`src/rtl/spin_angle_gen.sv`:
```
// spin_angle_gen: merges frame-stepped button rotation and scaled HPS spinner deltas
// into one wrapping W-bit angle for the core's Kick input.
module spin_angle_gen #(
  parameter int W          = 4,
  parameter int STEP_SLOW  = 8,
  parameter int STEP_FAST  = 2,
  parameter int SPIN_SHIFT = 2
)(
  input  logic         clk,
  input  logic         reset_n,
  input  logic         minus,
  input  logic         plus,
  input  logic         fast,
  input  logic         strobe,
  input  logic [8:0]   spin_in,
  output logic [W-1:0] spin_out
);
  localparam int SW = 9 + SPIN_SHIFT;
  localparam int CW = $clog2((STEP_SLOW > STEP_FAST ? STEP_SLOW : STEP_FAST) + 1);
  typedef enum logic {IDLE, HELD} state_t;
  state_t                state;
  logic [2:0]            strobe_q;
  logic [8:0]            spin_q;
  logic                  prev_tgl, armed;
  logic [SPIN_SHIFT-1:0] frac;
  logic [CW-1:0]         rep_cnt, period;
  logic                  tick, dir, spin_ev, btn_ev;
  logic [SW-1:0]         sum;
  logic [W-1:0]          d_btn, d_spin;
  always_comb begin
    tick    = strobe_q[1] & ~strobe_q[2];
    dir     = plus ^ minus;
    period  = fast ? CW'(STEP_FAST) : CW'(STEP_SLOW);
    btn_ev  = tick & dir & (state == IDLE || rep_cnt >= period - 1'b1);
    d_btn   = btn_ev ? (plus ? W'(1) : '1) : '0;
    spin_ev = armed & (spin_q[8] != prev_tgl);
    sum     = {{(SW-8){spin_q[7]}}, spin_q[7:0]} + {{(SW-SPIN_SHIFT){1'b0}}, frac};
    d_spin  = spin_ev ? W'(sum >> SPIN_SHIFT) : '0;
  end
  always_ff @(posedge clk or negedge reset_n) begin
    if (!reset_n) begin
      strobe_q <= '0;
      spin_q   <= '0;
      prev_tgl <= 1'b0;
      armed    <= 1'b0;
      frac     <= '0;
      rep_cnt  <= '0;
      state    <= IDLE;
      spin_out <= '0;
    end else begin
      strobe_q <= {strobe_q[1:0], strobe};
      spin_q   <= spin_in;
      armed    <= 1'b1;
      // while arming, spin_q still holds its reset value; take the toggle it is about to load
      prev_tgl <= armed ? spin_q[8] : spin_in[8];
      if (spin_ev) frac <= sum[SPIN_SHIFT-1:0];
      if (tick) begin
        if (!dir) begin
          state   <= IDLE;
          rep_cnt <= '0;
        end else if (btn_ev) begin
          state   <= HELD;
          rep_cnt <= '0;
        end else
          rep_cnt <= rep_cnt + 1'b1;
      end
      spin_out <= spin_out + d_btn + d_spin;
    end
  end
endmodule

```
`config.mk`:
```
export PLATFORM = sky130hd
export DESIGN_NAME = spin_angle_gen
export DESIGN_NICKNAME = d
export VERILOG_FILES = /design/src/rtl/spin_angle_gen.sv
export SDC_FILE = /design/constraint.sdc
export NUM_CORES = 1
export LEC_CHECK = 0
export BUFFER_PORTS_ARGS = -buffer_cell sky130_fd_sc_hd__buf_2
export CORE_ASPECT_RATIO = 1.25
export CORE_MARGIN = 3
export CORE_UTILIZATION = 53
export CTS_BUF_LIST = sky130_fd_sc_hd__clkbuf_16
export DETAILED_ROUTE_END_ITERATION = 10
export PLACE_DENSITY = 0.76
export SLEW_MARGIN = 30
export SYNTH_ARGS = -nofsm -noshare
export SYNTH_HDL_FRONTEND = slang
export SYNTH_SLANG_ARGS = --single-unit
```
`constraint.sdc`:
```
create_clock -name clk -period 4.05 [get_ports clk]
set_input_delay 0.405 -clock clk [delete_from_list [all_inputs] [get_ports clk]]
set_output_delay 0.405 -clock clk [all_outputs]
set_load 0.1 [all_outputs]
```
* After elaboration in Yosys (flattened, before gate mapping) *
Index checks and enable logic that the tools add are counted.

word-level totals
  bits of input ports = 15
  register bits = 25
  output and inout port bits = 4
  word-level logic and storage cells = 34

operators by class
  order comparisons = 1
  equality and inequality tests = 2
  multiplexer cells = 9
  reductions and logical operators = 2
  add/sub/neg operators = 5
  bitwise operators = 7

operators by type and width
  cell                                                                      number
  4-bit two-way mux                                                         6
  4-bit adder                                                               2
  6-bit by 3-bit adder with 6-bit output                                    1
  4-bit by 1-bit adder with 4-bit output (second input constant)            1
  1-bit bitwise AND                                                         4
  4-bit >= comparator                                                       1
  4-bit by 1-bit subtractor with 4-bit output (second input constant)       1
  1-bit two-way mux                                                         3
  2-bit by 1-bit inequality test with 1-bit output (second input constant)  1
  1-bit inverter                                                            2
  2-bit AND reduction                                                       1
  1-bit logical OR                                                          1
  1-bit inequality test                                                     1
  1-bit XOR                                                                 1

* Longest topological paths before layout *
  word-level depth = 8
  gate-level depth with buffers = 11
  mapped depth without buffers = 11

* Worst setup path before layout *
Ideal clock, no wire load.

  kind = input to register
  from = in fast
  to = reg spin_out[3]
  required time = 3.916 ns
  library setup time = 0.134 ns
  slack = 1.075 ns
  stages on the path = 9
  path buffers = 0
  data arrival time = 2.841 ns
  cell sequence = ha_1 a21o_1 a2111oi_4 nor4_2 fa_1 ha_1 fa_1 xnor2_1 xnor3_1

on the way
  longest elaborated chain between the ends = 8

ends and longest elaborated chain
  item                                         RTL line  RTL
  start, declared                              13        input logic fast,
  4-bit two-way mux                            33        period = fast ? CW'(STEP_FAST) : CW'(STEP_SLOW);
  4-bit by 1-bit subtractor with 4-bit output  34        btn_ev = tick & dir & (state == IDLE || rep_cnt >= period - 1'b1);
  4-bit >= comparator                          34
  1-bit logical OR                             34
  1-bit bitwise AND                            34
  4-bit two-way mux                            35        d_btn = btn_ev ? (plus ? W'(1) : '1) : '0;
  4-bit adder (2 in a row)                     67        spin_out <= spin_out + d_btn + d_spin;
  end signal, assigned                         67
  end, declared                                16        output logic [W-1:0] spin_out

No other way between the ends.
A chain may end at the register's enable or synchronous reset.

* Worst setup path in the final report *
  from = reg rep_cnt[1]
  to = reg spin_out[3]

on the way
  longest elaborated chain between the ends = 6

ends and longest elaborated chain
  item                      RTL line  RTL
  start, declared           26        logic [CW-1:0] rep_cnt, period;
  start signal, assigned    65        rep_cnt <= rep_cnt + 1'b1;
  4-bit >= comparator       34
  1-bit logical OR          34
  1-bit bitwise AND         34
  4-bit two-way mux         35
  4-bit adder (2 in a row)  67

No other way between the ends.

==> impl_metrics.ini <==
[job]
drv_cap = 0

[sta]
rsz0062_at_grt = no
setup_ws_ps = 892
worst_slew_pin_slew_ps = 507
setup-violations-final = 0
final_hold_viol_count = 0
fin_crit_sh_pct = 78.0
finalClockSkew_ps = 3.51
fin_crit_ps = 3160
maxSlewViolCount = 0
max_freq_mhz = 317
slew_headroom_pct = 65.9
tns_ps = 0

[final_layout]
num-nets-final = 131
antenna_cells = 0
drive_gt1_share_pct = 23.1
final_cells = 123
fillers = 150
mostFrequentLayoutCells = dfrtp_1 (23), buf_2 (16), inv_1 (7), nand2_1 (7), ha_1 (6)
stdcell_area_um2 = 1270
syn_to_final_growth_pct = 16.9
layout_commonest_cell = dfrtp_1

[global_route]
grt_usage_pct = 16.0
antenna_found_initial = 0
grt_pass1_wl_um = 3010
grt_pass1_vias = 707
grt_overflow = 0
grt_max_degree = 24

[logic_synthesis]
synth-seq-cells = 23
synthXorXnorAreaFrac_pct = 6.91
syn_area_per_cell_um2 = 12.9
ys_warn_count = 0
synth_edf_count = 0
synth.net_count = 110
synth_compound_area_share_pct = 8.53
ys.flop_type = dfrtp_1
synth.distinct_cells = 22
synth_cells = 84
ys_seq_area_share_pct = 53.0
netlist_area_um2 = 1090
synthMuxAreaShare_pct = 2.07
synth_top_family_by_area = adder cells
ys_async_sr_fraction_pct = 100
synth-simple-area-share_pct = 10.6
synthAdderAreaFrac_pct = 16.1

[routing]
wl_um = 1830
post_drt_via_cell_ratio = 5.57
first_pass_iters = 4
m1WireLength_um = 757
drt_iter0_drc = 7
met2WireLength_um = 960
wl_met3_um = 86
route.detailed.drc = 0
vias = 685
wl_per_cell_um = 14.9
highest_layer = met4
ant_nets = 0

[floorplanning]
rows = 17
core-area_um2 = 1850
die_area_um2 = 2630
die_h_um = 56.6
start_util_pct = 58.7
pin_count = 19
die_x_um = 46.5

[placement]
port_buffers = 16
gp_congestion = 0.711
hpwl_um = 1330
dp_slack_ps = 750
dp.cells = 119
postPlaceCellArea_um2 = 1190

[power_and_ir_drop]
ir_worst_vdd_uv = 479
power_density_nw_per_um2 = 661
p_leak_nw = 0.620

[clock_network]
cts_tree = yes
postCtsSetupRepairBufs = 0
cts_buffer_depth = 2
cts-root-buf = clkbuf_16
cts_buffers = 3
hold_buffers = 0
cts.sinks = 23
clk_pin_slew_ps = 60
cts_max_level = 1
cts.repair.resized = 0
clk_latency_ps = 260

[critical_path]
critPathArrivalTime_ps = 3290
timing.rr.end = spin_out[3]
critPathLaunchType = flop
cp-end-kind = flop
worst_r2r_path_depth = 9
cp.required_ps = 4190
crit_type = reg2reg
reg2reg_slack_ps = 890
cp_max_fo = 6
r2r_start = rep_cnt[1]

[min_path]
hp-class = in2async

[outcome]
status = finished clean
[worst max path at each step]
stage	start	endpoint	cells after the start
6_report	rep_cnt[1]	spin_out[3]	9
5_1_grt	rep_cnt[1]	spin_out[3]	9
4_1_cts	rep_cnt[1]	spin_out[3]	9
3_5_place_dp	fast	spin_out[3]	10
3_3_place_gp	fast	spin_out[3]	10
2_1_floorplan	fast	spin_out[3]	9
[layout make-up]
cell class / instances / area [µm²] / share of cell area (%)
multi-input cells: 54 / 484 / 38.1
flip-flops and latches: 23 / 576 / 45.3
well taps: 19 / 23.8 / 1.87
clock inverters: 1 / 5.00 / 0.394
clock buffers: 3 / 75.1 / 5.91
inverters: 7 / 26.3 / 2.07
repair buffers: 16 / 80.1 / 6.31
[cells by family after synthesis]
kind of cell | after synthesis
AO/OA/AOI/OAI | 12
XOR/XNOR | 7
adder cells (fa/ha/maj) | 11
buffers and inverters | 7
flip-flops | 23
multiplexers | 2
other | 1
AND/OR/NAND/NOR | 21
[synthesized netlist by cell type (2+ instances only)]
master    count  area, µm²
a21o_1        2       15.0
nand2_1       7       26.3
mux2_2        2       22.5
dfrtp_1      23        576
nand3_1       4       20.0
or3_1         2       12.5
nand2b_1      2       12.5
nor2_1        2       7.51
o21ai_0       5       25.0
fa_1          5        100
xnor2_1       4       35.0
xor2_1        2       17.5
a21oi_1       3       15.0
ha_1          6       75.1
inv_1         7       26.3
nand4b_1      2       17.5
[routing by layer]
| layer | global-route usage, % | vias up |
|---|---|---|
| met3 | 4.81 | 4 |
| met4 | 7.32 | 0 |
| met5 | 0 | - |
| li1 | - | 322 |
| met1 | 18.7 | 340 |
| met2 | 26.0 | 19 |
[through the flow]
step	util, %	hold WS, ps	total power [W]
floorplan	-	109	0.000567
global placement	64.3	335	0.000621
detailed placement	64.3	338	0.000632
CTS	68.6	134	0.000849
global route	68.6	143	0.000884
finish	68.6	110	0.000839
[state kept, by name, indices dropped and copies added, names as in the netlist]
signal / count
spin_q: 7
rep_cnt: 4
spin_out: 4
strobe_q: 3
frac: 2
armed: 1
prev_tgl: 1
state: 1
[critical path, cell delays in order (launching register included)]
cell	delay, ps
dfrtp_1	410
ha_1	290
a21o_1	180
a2111oi_4	520
nor4_2	140
fa_1	490
ha_1	220
fa_1	380
xnor2_1	190
xnor3_1	220
[where the power goes]
| part | total, W | internal, W | switching (W) |
|---|---|---|---|
| Clock | 0.000214 | 0.000133 | 0.0000816 |
| Combinational | 0.000325 | 0.0000861 | 0.000239 |
| Sequential | 0.000300 | 0.000272 | 0.0000278 |
(Power assumes the default switching activity.)
